==> config.mk <==
export PLATFORM = sky130hd
export DESIGN_NAME = sram_port_arbiter_flat
export DESIGN_NICKNAME = d
export VERILOG_FILES = /design/src/rtl/sram_port_arbiter_if.sv /design/src/rtl/sram_port_arbiter.sv /design/src/flat_wrapper.sv
export SDC_FILE = /design/constraint.sdc
export NUM_CORES = 1
export LEC_CHECK = 0
export BUFFER_PORTS_ARGS = -buffer_cell sky130_fd_sc_hd__buf_2
export CAP_MARGIN = 20
export CELL_PAD_IN_SITES_DETAIL_PLACEMENT = 2
export CELL_PAD_IN_SITES_GLOBAL_PLACEMENT = 2
export CORE_MARGIN = 4
export CORE_UTILIZATION = 25
export DETAILED_ROUTE_END_ITERATION = 10
export PLACE_DENSITY_LB_ADDON = 0.1
export SLEW_MARGIN = 20
export SYNTH_ARGS = -nofsm -noshare
export SYNTH_HDL_FRONTEND = slang
export SYNTH_SLANG_ARGS = --single-unit
==> constraint.sdc <==
create_clock -name clk_i -period 6.88 [get_ports clk_i]
set_clock_uncertainty 0.15 [all_clocks]
set_input_delay 0.688 -clock clk_i [delete_from_list [all_inputs] [get_ports clk_i]]
set_output_delay 0.688 -clock clk_i [all_outputs]
set_load 0.05 [all_outputs]
==> src/rtl/sram_port_arbiter_if.sv <==
`default_nettype none
// ============================================================================
// Module      : sram_port_arbiter_if
// Description : Bundle of the requester and SRAM-side signals of the
//               two-port SRAM arbiter. Per-port request fields are packed
//               side by side, port p occupying [p*W +: W].
//   req_valid_i / req_ready_o / req_lock_i / req_we_i : per-port handshake
//   req_addr_i / req_wdata_i / req_wmask_i            : per-port command
//   rsp_valid_o / rsp_rdata_o                         : per-port response
//   mem_csb_o / mem_web_o / mem_wmask_o / mem_addr_o /
//   mem_wdata_o / mem_rdata_i                         : SRAM macro pins
//   Modports: slave  = arbiter side
//             master = requesters plus SRAM macro (environment side)
// Revision    : 1.0 - initial release
// ============================================================================
interface sram_port_arbiter_if #(
    parameter int ADDR_W     = 13,
    parameter int DATA_W     = 32,
    parameter int NUM_WMASKS = 4
);
    logic [1:0]              req_valid_i;
    logic [1:0]              req_ready_o;
    logic [1:0]              req_lock_i;
    logic [2*ADDR_W-1:0]     req_addr_i;
    logic [2*DATA_W-1:0]     req_wdata_i;
    logic [2*NUM_WMASKS-1:0] req_wmask_i;
    logic [1:0]              req_we_i;
    logic [1:0]              rsp_valid_o;
    logic [DATA_W-1:0]       rsp_rdata_o;
    logic                    mem_csb_o;
    logic                    mem_web_o;
    logic [NUM_WMASKS-1:0]   mem_wmask_o;
    logic [ADDR_W-1:0]       mem_addr_o;
    logic [DATA_W-1:0]       mem_wdata_o;
    logic [DATA_W-1:0]       mem_rdata_i;

    modport slave (
        input  req_valid_i, req_lock_i, req_addr_i, req_wdata_i, req_wmask_i,
               req_we_i, mem_rdata_i,
        output req_ready_o, rsp_valid_o, rsp_rdata_o, mem_csb_o, mem_web_o,
               mem_wmask_o, mem_addr_o, mem_wdata_o
    );

    modport master (
        output req_valid_i, req_lock_i, req_addr_i, req_wdata_i, req_wmask_i,
               req_we_i, mem_rdata_i,
        input  req_ready_o, rsp_valid_o, rsp_rdata_o, mem_csb_o, mem_web_o,
               mem_wmask_o, mem_addr_o, mem_wdata_o
    );
endinterface
`default_nettype wire

==> src/rtl/sram_port_arbiter.sv <==
`default_nettype none
// ============================================================================
// Module      : sram_port_arbiter
// Description : Shares one single-port SRAM macro between an instruction
//               fetch port (0) and a load/store port (1). Round-robin
//               arbitration with an optional bounded lock, registered SRAM
//               command pins and in-order response routing via a tag pipe.
// Ports       :
//   clk_i   in  clock
//   rst_ni  in  asynchronous reset, active low
//   bus     slave modport of sram_port_arbiter_if (requests, responses and
//           SRAM pins)
// Revision    : 1.0 - initial release
// ============================================================================
module sram_port_arbiter #(
    parameter int ADDR_W     = 13,
    parameter int DATA_W     = 32,
    parameter int NUM_WMASKS = 4,
    parameter int RD_LATENCY = 1,
    parameter int MAX_LOCK   = 16
) (
    input  wire logic          clk_i,
    input  wire logic          rst_ni,
    sram_port_arbiter_if.slave bus
);

    localparam int                 c_cnt_w    = $clog2(MAX_LOCK + 1);
    localparam logic [c_cnt_w-1:0] c_max_lock = c_cnt_w'(MAX_LOCK);
    localparam logic [c_cnt_w-1:0] c_cnt_one  = c_cnt_w'(1);

    typedef enum logic [0:0] {
        c_unlocked = 1'b0,
        c_locked   = 1'b1
    } state_t;

    state_t               r_state;
    state_t               w_state_nxt;
    logic                 r_lock_port;
    logic                 w_lock_port_nxt;
    logic [c_cnt_w-1:0]   r_lock_cnt;
    logic [c_cnt_w-1:0]   w_lock_cnt_nxt;
    logic                 r_rr_ptr;
    logic                 w_rr_ptr_nxt;

    logic                 w_gnt_vld;
    logic                 w_gnt_port;
    logic [1:0]           w_ready;
    logic                 w_force;

    logic                 r_csb;
    logic                 r_web;
    logic [NUM_WMASKS-1:0] r_wmask;
    logic [ADDR_W-1:0]    r_addr;
    logic [DATA_W-1:0]    r_wdata;

    // Tag pipe: stage k holds the beat issued k+1 cycles ago.
    logic [RD_LATENCY:0]  r_tag_vld;
    logic [RD_LATENCY:0]  r_tag_port;

    // The lock holder has used up its budget while the other port waits:
    // leave a one-cycle gap and point rr_ptr at the waiting port so it wins
    // the next arbitration.
    assign w_force = (r_state == c_locked) && (r_lock_cnt == c_max_lock)
                     && bus.req_valid_i[!r_lock_port];

    always_ff @(posedge clk_i or negedge rst_ni) begin
        if (!rst_ni) begin
            r_state     <= c_unlocked;
            r_lock_port <= 1'b0;
            r_lock_cnt  <= '0;
            r_rr_ptr    <= 1'b0;
        end else begin
            r_state     <= w_state_nxt;
            r_lock_port <= w_lock_port_nxt;
            r_lock_cnt  <= w_lock_cnt_nxt;
            r_rr_ptr    <= w_rr_ptr_nxt;
        end
    end

    always_comb begin
        w_gnt_vld       = 1'b0;
        w_gnt_port      = 1'b0;
        w_ready         = 2'b00;
        w_state_nxt     = r_state;
        w_lock_port_nxt = r_lock_port;
        w_lock_cnt_nxt  = r_lock_cnt;
        w_rr_ptr_nxt    = r_rr_ptr;

        if (w_force) begin
            w_gnt_vld = 1'b0;
        end else if ((r_state == c_locked) && bus.req_valid_i[r_lock_port]) begin
            w_gnt_vld  = 1'b1;
            w_gnt_port = r_lock_port;
        end else if (&bus.req_valid_i) begin
            w_gnt_vld  = 1'b1;
            w_gnt_port = r_rr_ptr;
        end else if (bus.req_valid_i[0]) begin
            w_gnt_vld  = 1'b1;
            w_gnt_port = 1'b0;
        end else if (bus.req_valid_i[1]) begin
            w_gnt_vld  = 1'b1;
            w_gnt_port = 1'b1;
        end

        if (w_gnt_vld) begin
            w_ready[w_gnt_port] = 1'b1;
            w_rr_ptr_nxt        = !w_gnt_port;
            if (bus.req_lock_i[w_gnt_port]) begin
                w_state_nxt     = c_locked;
                w_lock_port_nxt = w_gnt_port;
                // Continuing an existing lock counts up (saturating); a new
                // lock holder starts at one.
                if ((r_state == c_locked) && (r_lock_port == w_gnt_port)) begin
                    w_lock_cnt_nxt = (r_lock_cnt == c_max_lock) ? r_lock_cnt
                                                                : r_lock_cnt + c_cnt_one;
                end else begin
                    w_lock_cnt_nxt = c_cnt_one;
                end
            end else begin
                w_state_nxt    = c_unlocked;
                w_lock_cnt_nxt = '0;
            end
        end else if (r_state == c_locked) begin
            // Lock holder dropped valid, or forced rotation.
            w_state_nxt    = c_unlocked;
            w_lock_cnt_nxt = '0;
            if (w_force) begin
                w_rr_ptr_nxt = !r_lock_port;
            end
        end
    end

    // SRAM command register; address and data hold while idle.
    always_ff @(posedge clk_i or negedge rst_ni) begin
        if (!rst_ni) begin
            r_csb   <= 1'b1;
            r_web   <= 1'b1;
            r_wmask <= '0;
            r_addr  <= '0;
            r_wdata <= '0;
        end else if (w_gnt_vld) begin
            r_csb   <= 1'b0;
            r_web   <= !bus.req_we_i[w_gnt_port];
            r_wmask <= bus.req_wmask_i[w_gnt_port*NUM_WMASKS +: NUM_WMASKS];
            r_addr  <= bus.req_addr_i[w_gnt_port*ADDR_W +: ADDR_W];
            r_wdata <= bus.req_wdata_i[w_gnt_port*DATA_W +: DATA_W];
        end else begin
            r_csb   <= 1'b1;
            r_web   <= 1'b1;
        end
    end

    always_ff @(posedge clk_i or negedge rst_ni) begin
        if (!rst_ni) begin
            r_tag_vld  <= '0;
            r_tag_port <= '0;
        end else begin
            r_tag_vld  <= {r_tag_vld[RD_LATENCY-1:0], w_gnt_vld};
            r_tag_port <= {r_tag_port[RD_LATENCY-1:0], w_gnt_port};
        end
    end

    assign bus.req_ready_o = w_ready;
    assign bus.mem_csb_o   = r_csb;
    assign bus.mem_web_o   = r_web;
    assign bus.mem_wmask_o = r_wmask;
    assign bus.mem_addr_o  = r_addr;
    assign bus.mem_wdata_o = r_wdata;
    assign bus.rsp_valid_o = !r_tag_vld[RD_LATENCY] ? 2'b00
                           : (r_tag_port[RD_LATENCY] ? 2'b10 : 2'b01);
    assign bus.rsp_rdata_o = bus.mem_rdata_i;

endmodule
`default_nettype wire
==> src/flat_wrapper.sv <==
// flat-port wrapper written by rule: the top's interface ports become plain ports
module sram_port_arbiter_flat 
#(
    parameter int ADDR_W     = 13,
    parameter int DATA_W     = 32,
    parameter int NUM_WMASKS = 4,
    parameter int RD_LATENCY = 1,
    parameter int MAX_LOCK   = 16
)
  (clk_i, rst_ni, bus_req_valid_i, bus_req_lock_i, bus_req_addr_i, bus_req_wdata_i, bus_req_wmask_i, bus_req_we_i, bus_mem_rdata_i, bus_req_ready_o, bus_rsp_valid_o, bus_rsp_rdata_o, bus_mem_csb_o, bus_mem_web_o, bus_mem_wmask_o, bus_mem_addr_o, bus_mem_wdata_o);
  sram_port_arbiter_if #(.ADDR_W(ADDR_W), .DATA_W(DATA_W), .NUM_WMASKS(NUM_WMASKS)) bus_i ();
  input  wire logic clk_i;
  input  wire logic rst_ni;
  input wire logic [$bits(bus_i.req_valid_i)-1:0] bus_req_valid_i;
  input wire logic [$bits(bus_i.req_lock_i)-1:0] bus_req_lock_i;
  input wire logic [$bits(bus_i.req_addr_i)-1:0] bus_req_addr_i;
  input wire logic [$bits(bus_i.req_wdata_i)-1:0] bus_req_wdata_i;
  input wire logic [$bits(bus_i.req_wmask_i)-1:0] bus_req_wmask_i;
  input wire logic [$bits(bus_i.req_we_i)-1:0] bus_req_we_i;
  input wire logic [$bits(bus_i.mem_rdata_i)-1:0] bus_mem_rdata_i;
  output wire logic [$bits(bus_i.req_ready_o)-1:0] bus_req_ready_o;
  output wire logic [$bits(bus_i.rsp_valid_o)-1:0] bus_rsp_valid_o;
  output wire logic [$bits(bus_i.rsp_rdata_o)-1:0] bus_rsp_rdata_o;
  output wire logic [$bits(bus_i.mem_csb_o)-1:0] bus_mem_csb_o;
  output wire logic [$bits(bus_i.mem_web_o)-1:0] bus_mem_web_o;
  output wire logic [$bits(bus_i.mem_wmask_o)-1:0] bus_mem_wmask_o;
  output wire logic [$bits(bus_i.mem_addr_o)-1:0] bus_mem_addr_o;
  output wire logic [$bits(bus_i.mem_wdata_o)-1:0] bus_mem_wdata_o;
  assign bus_i.req_valid_i = bus_req_valid_i;
  assign bus_i.req_lock_i = bus_req_lock_i;
  assign bus_i.req_addr_i = bus_req_addr_i;
  assign bus_i.req_wdata_i = bus_req_wdata_i;
  assign bus_i.req_wmask_i = bus_req_wmask_i;
  assign bus_i.req_we_i = bus_req_we_i;
  assign bus_i.mem_rdata_i = bus_mem_rdata_i;
  assign bus_req_ready_o = bus_i.req_ready_o;
  assign bus_rsp_valid_o = bus_i.rsp_valid_o;
  assign bus_rsp_rdata_o = bus_i.rsp_rdata_o;
  assign bus_mem_csb_o = bus_i.mem_csb_o;
  assign bus_mem_web_o = bus_i.mem_web_o;
  assign bus_mem_wmask_o = bus_i.mem_wmask_o;
  assign bus_mem_addr_o = bus_i.mem_addr_o;
  assign bus_mem_wdata_o = bus_i.mem_wdata_o;
  sram_port_arbiter #(.ADDR_W(ADDR_W), .DATA_W(DATA_W), .NUM_WMASKS(NUM_WMASKS), .RD_LATENCY(RD_LATENCY), .MAX_LOCK(MAX_LOCK)) u_core (.clk_i(clk_i), .rst_ni(rst_ni), .bus(bus_i));
endmodule
==> results of run 1 <==
cells in the mapped netlist (2+ instances only):
| library cell | instances | share of area |
|---|---|---|
| a21oi_1 | 4 | 0.0063 |
| a221o_1 | 49 | 0.15 |
| a22o_1 | 4 | 0.011 |
| and2_1 | 2 | 0.0039 |
| and3_1 | 51 | 0.10 |
| buf_2 | 11 | 0.017 |
| buf_4 | 32 | 0.075 |
| buf_6 | 5 | 0.018 |
| clkbuf_1 | 10 | 0.012 |
| dfrtp_1 | 61 | 0.48 |
| dfstp_2 | 2 | 0.016 |
| ha_1 | 2 | 0.0078 |
| inv_1 | 5 | 0.0059 |
| mux2_1 | 2 | 0.0070 |
| nor2_1 | 3 | 0.0035 |
| nor2b_1 | 3 | 0.0059 |
| nor3_1 | 3 | 0.0047 |
| o21ai_0 | 2 | 0.0031 |
| o311a_1 | 2 | 0.0063 |
| o41ai_1 | 2 | 0.0055 |
| or3_1 | 2 | 0.0039 |
routing by layer:
layer | vias to the layer above | GRT usage
met3 | 9 | 0.0443
met2 | 107 | 0.248
met5 | - | 0
met1 | 1411 | 0.186
li1 | 1274 | -
met4 | 2 | 0.0413
critical path, cell delays in order (launching register included):
cell,delay [ns]
dfrtp_1,0.41
inv_1,0.09
ha_1,0.17
and4bb_2,0.29
nand2_1,0.10
a221oi_4,0.30
buf_4,0.59
inv_2,0.51
and2_1,0.29
buf_2,0.21
placed cells by master, fill, tap and decap left out, types with 3 or more instances in the layout:
| cell type | instances |
|---|---|
| buf_2 | 160 |
| dfrtp_1 | 61 |
| and3_1 | 51 |
| a221o_1 | 49 |
| clkbuf_16 | 9 |
| inv_1 | 5 |
| a21oi_1 | 4 |
| a22o_1 | 4 |
| nor2_1 | 3 |
| nor2b_1 | 3 |
| nor3_1 | 3 |
| clkinvlp_4 | 3 |
| buf_4 | 3 |
worst max path at each step:
stage                         startpoint            endpoint  slack (ns)
floorplan             bus_req_valid_i[1]  bus_req_ready_o[0]        4.04
global route        u_core.r_lock_cnt[0]  bus_req_ready_o[0]        2.41
CTS                 u_core.r_lock_cnt[0]  bus_req_ready_o[0]        2.64
global placement      bus_req_valid_i[1]  bus_req_ready_o[0]        2.98
detailed placement    bus_req_valid_i[1]  bus_req_ready_o[0]        2.93
finish              u_core.r_lock_cnt[0]  bus_req_ready_o[0]        2.74
layout make-up:
cell class,instances,area (sq um)
inverters,6,22.5
clock buffers,9,225
well taps,172,215
multi-input cells,150,1230
clock inverters,7,50.0
flip-flops and latches,63,1580
fillers,1400,8420
repair buffers,163,823
power by group through the flow:
stage	Sequential (mW)	Combinational (mW)	Clock (mW)
finish	0.471	0.445	0.418
global route	0.479	0.474	0.449
CTS	0.472	0.453	0.431
detailed placement	0.476	0.454	0
global placement	0.476	0.445	0
floorplan	0.648	0.192	0
flip-flops by register name, indices dropped and copies added (netlist names):
register / cells
u_core.r_tag_port: 2
u_core.bus.mem_wmask_o: 4
u_core.bus.mem_wdata_o: 32
u_core.r_state: 1
u_core.r_rr_ptr: 1
u_core.bus.mem_web_o: 1
u_core.bus.mem_addr_o: 13
u_core.r_lock_port: 1
u_core.bus.mem_csb_o: 1
u_core.r_lock_cnt: 5
u_core.r_tag_vld: 2
per-stage QoR:
step                      power [mW]  cell area (sq um)  setup slack [ns]  utilization  hold slack [ns]
after floorplan                0.840               3200              4.04            -            0.181
after global placement         0.922               3860              2.98        0.307            0.182
after detailed placement       0.930               3870              2.93        0.308            0.186
after CTS                       1.36               4150              2.64        0.330            0.200
after global routing            1.40               4150              2.41        0.330            0.204
final                           1.33               4150              2.74        0.330            0.198
cell families (layout without fill, tap and decap cells):
| logic type | Yosys count | in the layout | synth area share |
|---|---|---|---|
| xor+xnor | 1 | 1 | 0.00273 |
| buf+inv | 64 | 185 | 0.129 |
| fa+ha+maj | 2 | 2 | 0.00781 |
| compound gates | 72 | 72 | 0.215 |
| flops | 63 | 63 | 0.493 |
| mux | 3 | 3 | 0.0113 |
| simple gates | 72 | 72 | 0.141 |
==> load_flow_metrics.sql, run 1 <==
INSERT INTO impl_metrics (metric_group, metric, value, unit) VALUES
('min_path', 'min-delay-path-class', 'flip-flop to flip-flop', ''),
('floorplan', 'core', '12600', 'sq um'),
('yosys', 'netlist_instances', '277', ''),
('final_layout', 'num_antenna_cells', '0', ''),
('timing', 'setup_repair_after_global_routing_missed_its_margin', 'false', ''),
('power_and_ir_drop', 'p_sw', '531', 'uW'),
('clock_network', 'tritoncts_clock_tree', 'built', ''),
('route', 'detail_route.wirelength', '11100', 'microns'),
('worst_setup_path', 'timing.setup.critical_path_class', 'flip-flop to output port', ''),
('outcome', 'run_status', 'finished clean', ''),
('min_path', 'destination_of_the_worst_hold_path', 'u_core.r_tag_port[1]', ''),
('timing', 'hold_viol_final', '0', ''),
('timing', 'finalCriticalPeriod', '4.14', 'ns'),
('worst_setup_path', 'worstPathMaxFanout', '58', ''),
('global_routing', 'grt_usage', '0.148', ''),
('yosys', 'synth.distinct_cells', '41', ''),
('final_layout', 'area_growth', '29.5', '%'),
('route', 'vias_per_cell', '4.92', ''),
('min_path', 'hold_start', 'u_core.r_tag_port[0]', ''),
('timing', 'timing_worst_slew_pin_value', '0.840', 'ns'),
('clock_network', 'post_cts.repair.setup_buffers', '0', ''),
('route', 'detailroute.via_count', '2803', ''),
('yosys', 'synth_seq_cells', '63', ''),
('placement', 'port_buffers', '160', ''),
('clock_network', 'clockBufferDepth', '2', ''),
('route', 'wl_met2', '5410', 'microns'),
('route', 'detailedRoute.firstIterationViolations', '94', ''),
('yosys', 'syn-cell-area', '3200', 'sq um'),
('route', 'met3RoutedLength', '883', 'microns'),
('timing', 'worst_slew_margin_rel', '0.440', ''),
('floorplan', 'initial_core_util', '0.255', ''),
('clock_network', 'clkLatencyLatePin', '0.32', 'ns'),
('timing', 'final_min_period_over_clock_period', '0.601', ''),
('timing', 'slew_violations', '0', ''),
('worst_setup_path', 'cp_data_required_time', '6.04', 'ns'),
('placement', 'place_congestion', '0.767', ''),
('floorplan', 'placement_rows', '41', ''),
('power_and_ir_drop', 'leakagePower', '2.11', 'nW'),
('yosys', 'synth_nets', '417', ''),
('power_and_ir_drop', 'share_seq_of_total_power', '0.353', ''),
('floorplan', 'die_h', '121', 'microns'),
('yosys', 'synth_flop_cell', 'dfrtp_1', ''),
('floorplan', 'pin_count', '225', ''),
('worst_setup_path', 'worstSetupStartpointType', 'flip-flop', ''),
('yosys', 'synth_edf_count', '0', ''),
('min_path', 'min_delay_path_depth', '0', ''),
('route', 'ant_nets', '0', ''),
('global_routing', 'number_of_global_route_vias_before_repair', '3092', ''),
('power_and_ir_drop', 'comb_power_share', '0.334', ''),
('worst_setup_path', 'rr_startpoint', 'u_core.r_lock_cnt[0]', ''),
('global_routing', 'grt_remaining_overflow', '0', ''),
('worst_setup_path', 'crit_arrival', '3.30', 'ns'),
('clock_network', 'number_of_buffers_created_by_cts', '9', ''),
('floorplan', 'dieWidth', '121', 'microns'),
('run', 'timing.max_cap.violations', '0', ''),
('floorplan', 'die_area', '14700', 'sq um'),
('final_layout', 'number_of_nets_in_the_layout', '533', ''),
('route', 'route.detailed.drc', '0', ''),
('final_layout', 'post_route_cells_drive_above_1_share', '0.475', ''),
('worst_setup_path', 'ff2ff_setup_slack', '3.54', 'ns'),
('yosys', 'postSynthAreaPerCell', '11.6', 'sq um'),
('timing', 'tns', '0', 'ns'),
('clock_network', 'cts.clk_slew.worst_paths', '0.06', 'ns'),
('clock_network', 'root_buffer', 'clkbuf_16', ''),
('power_and_ir_drop', 'power_frac_clock', '0.313', ''),
('placement', 'dpl.cell_count', '554', ''),
('route', 'detailedRoute.firstPassIterationCount', '4', ''),
('power_and_ir_drop', 'max-vdd-ir-drop', '0.124', 'mV'),
('clock_network', 'post_cts.resized_instances', '0', ''),
('yosys', 'seq_total_area_yosys', '0.493', ''),
('clock_network', 'cts_sinks', '63', '');
(Power assumes the default switching activity.)
==> inputs of run 2 (changes only) <==
--- a/config.mk
+++ b/config.mk
@@ -10,7 +10,7 @@
 export CELL_PAD_IN_SITES_DETAIL_PLACEMENT = 2
 export CELL_PAD_IN_SITES_GLOBAL_PLACEMENT = 2
 export CORE_MARGIN = 4
-export CORE_UTILIZATION = 25
+export CORE_UTILIZATION = 21
 export DETAILED_ROUTE_END_ITERATION = 10
 export PLACE_DENSITY_LB_ADDON = 0.1
 export SLEW_MARGIN = 20
==> constraint.sdc (replaced) <==
create_clock -name clk_i -period 3.5 [get_ports clk_i]
set_clock_uncertainty 0.15 [all_clocks]
set_input_delay 0.35 -clock clk_i [delete_from_list [all_inputs] [get_ports clk_i]]
set_output_delay 0.35 -clock clk_i [all_outputs]
set_load 0.05 [all_outputs]
==> run 2 against run 1 <==
First-iteration DRC count increased by 17%. Register-to-register slack lost 2.8 ns. Core utilization down 4.4 points. Hold slack worse by 0.16 ns. Total power increased by 110%. Cell count up 2.5%. Die area up 18%. Sequential power increased by 96%. Non-clock buffer count grew 2.
==> load_flow_metrics.sql, run 2 (same netlist as run 1, synthesis figures left out) <==
INSERT INTO impl_metrics (metric_group, metric, value, unit) VALUES
('outcome', 'run_status', 'finished clean', ''),
('final_layout', 'post_route_cells_drive_above_1_share', '0.478', ''),
('floorplan', 'pin_count', '225', ''),
('worst_setup_path', 'critical_path.top_delay_family', 'simple AND/OR/NAND/NOR gates', ''),
('clock_network', 'cts-htree-levels', '3', ''),
('route', 'route.detailed.drc', '0', ''),
('placement', 'place_congestion', '0.714', ''),
('clock_network', 'tritoncts_clock_tree', 'built', ''),
('timing', 'worst_slew_margin_rel', '0.442', ''),
('clock_network', 'cts_hold_buf', '0', ''),
('clock_network', 'root_buffer', 'clkbuf_16', ''),
('worst_setup_path', 'path_depth', '8', ''),
('floorplan', 'die_area', '17300', 'sq um'),
('clock_network', 'post_cts.repair.setup_buffers', '0', ''),
('floorplan', 'initial_core_util', '0.217', ''),
('worst_setup_path', 'timing.critical_path.slowest_stage_cell', 'dfrtp_1', ''),
('worst_setup_path', 'worstSetupStartpointType', 'flip-flop', ''),
('worst_setup_path', 'cp_data_required_time', '3.00', 'ns'),
('route', 'detail_route.wirelength', '11600', 'microns'),
('worst_setup_path', 'crit_arrival', '2.57', 'ns'),
('global_routing', 'grt_remaining_overflow', '0', ''),
('timing', 'fmax', '0.326', 'GHz'),
('worst_setup_path', 'timing.setup.critical_path_class', 'flip-flop to output port', ''),
('final_layout', 'layout.cells.most_common_list', '160 x buf_2, 61 x dfrtp_1, 51 x and3_1', ''),
('clock_network', 'post_cts.resized_instances', '0', ''),
('worst_setup_path', 'crit_chain', 'inv_1 > ha_1 > and4bb_2 > nand2_1 > a221oi_4 > inv_2 > and2_1 > buf_2', ''),
('timing', 'final_min_period_over_clock_period', '0.876', ''),
('global_routing', 'grt_usage', '0.134', ''),
('worst_setup_path', 'worst_reg_to_reg_cells', '8', ''),
('route', 'ant_nets', '0', ''),
('min_path', 'destination_of_the_worst_hold_path', 'u_core.bus.mem_web_o', ''),
('timing', 'hold_viol_final', '0', ''),
('final_layout', 'number_of_nets_in_the_layout', '535', ''),
('floorplan', 'core', '14800', 'sq um'),
('min_path', 'min-delay-path-class', 'input pin to flip-flop', ''),
('route', 'detailroute.via_count', '2806', ''),
('worst_setup_path', 'number_of_buffer_and_inverter_instances_along_the_worst_setup_path', '3', ''),
('clock_network', 'cts.clk_slew.worst_paths', '0.06', 'ns'),
('worst_setup_path', 'worstPathMaxFanout', '51', ''),
('timing', 'fin_hold_ws', '0.0398', 'ns'),
('min_path', 'hold_start', 'bus_req_we_i[0]', ''),
('placement', 'post-dp-hpwl', '8090', 'microns'),
('power_and_ir_drop', 'max-vdd-ir-drop', '0.267', 'mV'),
('worst_setup_path', 'worst_r2r_endpoint', 'u_core.r_lock_port', ''),
('run', 'timing.max_cap.violations', '0', ''),
('timing', 'setup_repair_after_global_routing_missed_its_margin', 'false', ''),
('global_routing', 'grt_start_max_net_pins', '64', ''),
('timing', 'finalCriticalPeriod', '3.07', 'ns'),
('floorplan', 'dieWidth', '132', 'microns'),
('final_layout', 'area_growth', '31.6', '%'),
('clock_network', 'number_of_buffers_created_by_cts', '9', ''),
('route', 'vias_per_cell', '4.80', ''),
('power_and_ir_drop', 'leakagePower', '2.15', 'nW'),
('timing', 'tns', '0', 'ns'),
('final_layout', 'number_of_flip_flops_under_the_largest_register_name', '32', ''),
('min_path', 'min_delay_path_depth', '2', ''),
('route', 'routed_wire_length_per_instance', '19.8', 'microns'),
('global_routing', 'grt_pass1_wl', '18500', 'microns'),
('timing', 'setup_viol', '0', ''),
('route', 'detailedRoute.firstIterationViolations', '110', ''),
('timing', 'timing_worst_slew_pin_value', '0.837', 'ns'),
('clock_network', 'clkLatencyLatePin', '0.33', 'ns'),
('final_layout', 'commonest_non_fill_non_tap_cell_in_the_layout', 'buf_2', ''),
('worst_setup_path', 'rr_startpoint', 'u_core.r_lock_cnt[0]', ''),
('floorplan', 'die_h', '132', 'microns'),
('floorplan', 'placement_rows', '44', ''),
('placement', 'port_buffers', '160', ''),
('worst_setup_path', 'max_stage_delay', '0.41', 'ns'),
('clock_network', 'clockBufferDepth', '2', ''),
('final_layout', 'fill_cells', '1674', ''),
('worst_setup_path', 'timing.critical_path.to_type', 'output port', ''),
('worst_setup_path', 'ff2ff_setup_slack', '0.75', 'ns'),
('global_routing', 'number_of_global_route_vias_before_repair', '3282', ''),
('clock_network', 'cts_sinks', '63', ''),
('final_layout', 'num_antenna_cells', '0', ''),
('power_and_ir_drop', 'powerDensity', '653', 'nW/um^2'),
('route', 'detailedRoute.firstPassIterationCount', '4', ''),
('timing', 'slew_violations', '0', ''),
('global_routing', 'antenna_found_initial', '2', '');
[run 2: cell type report]
class                   instances  area [sq um]  share of cell area
clock buffers                   9           225              0.0534
clock inverters                 7          87.6              0.0208
inverters                       6          22.5             0.00534
multi-input cells             150          1220               0.290
flip-flops and latches         63          1580               0.374
well taps                     184           230              0.0546
repair buffers                165           851               0.202
[run 2: through the flow]
stage	instance area, sq um	total power, mW	utilization	setup slack (ns)	cells
2_1_floorplan	3200	1.65	-	1.16	277
5_1_grt	4220	2.91	0.286	0.255	584
3_3_place_gp	3900	1.83	0.265	0.762	568
4_1_cts	4220	2.81	0.286	0.356	584
3_5_place_dp	3900	1.83	0.265	0.670	568
6_report	4220	2.76	0.286	0.432	584
[run 2: worst register-to-register path, delay by kind of cell (launching register included)]
family	cells	cell delay [ns]
buffers and inverters	2	0.68
adders and majority gates	1	0.16
and+or+nand+nor	3	0.56
DFF	1	0.41
muxes	1	0.34
AOI/OAI and AO/OA	1	0.34
[run 2: report_power, final]
part	internal, mW	total, mW	switching, mW
Combinational	0.258	0.883	0.626
Clock	0.618	0.949	0.331
Sequential	0.845	0.923	0.0783
[run 2: worst max path at each step]
stage	startpoint	endpoint
finish	u_core.r_lock_cnt[0]	bus_req_ready_o[0]
global route	u_core.r_lock_cnt[0]	bus_req_ready_o[0]
floorplan	u_core.r_lock_cnt[0]	bus_req_ready_o[0]
global placement	u_core.r_lock_cnt[0]	bus_req_ready_o[0]
CTS	u_core.r_lock_cnt[0]	bus_req_ready_o[0]
detailed placement	u_core.r_lock_cnt[0]	u_core.r_lock_port
[run 2: layer usage]
metal  wire length, microns  global-route usage
met1                   5070               0.163
met2                   5330               0.216
met4                    188              0.0414
met3                    953              0.0535
met5                     14                   0
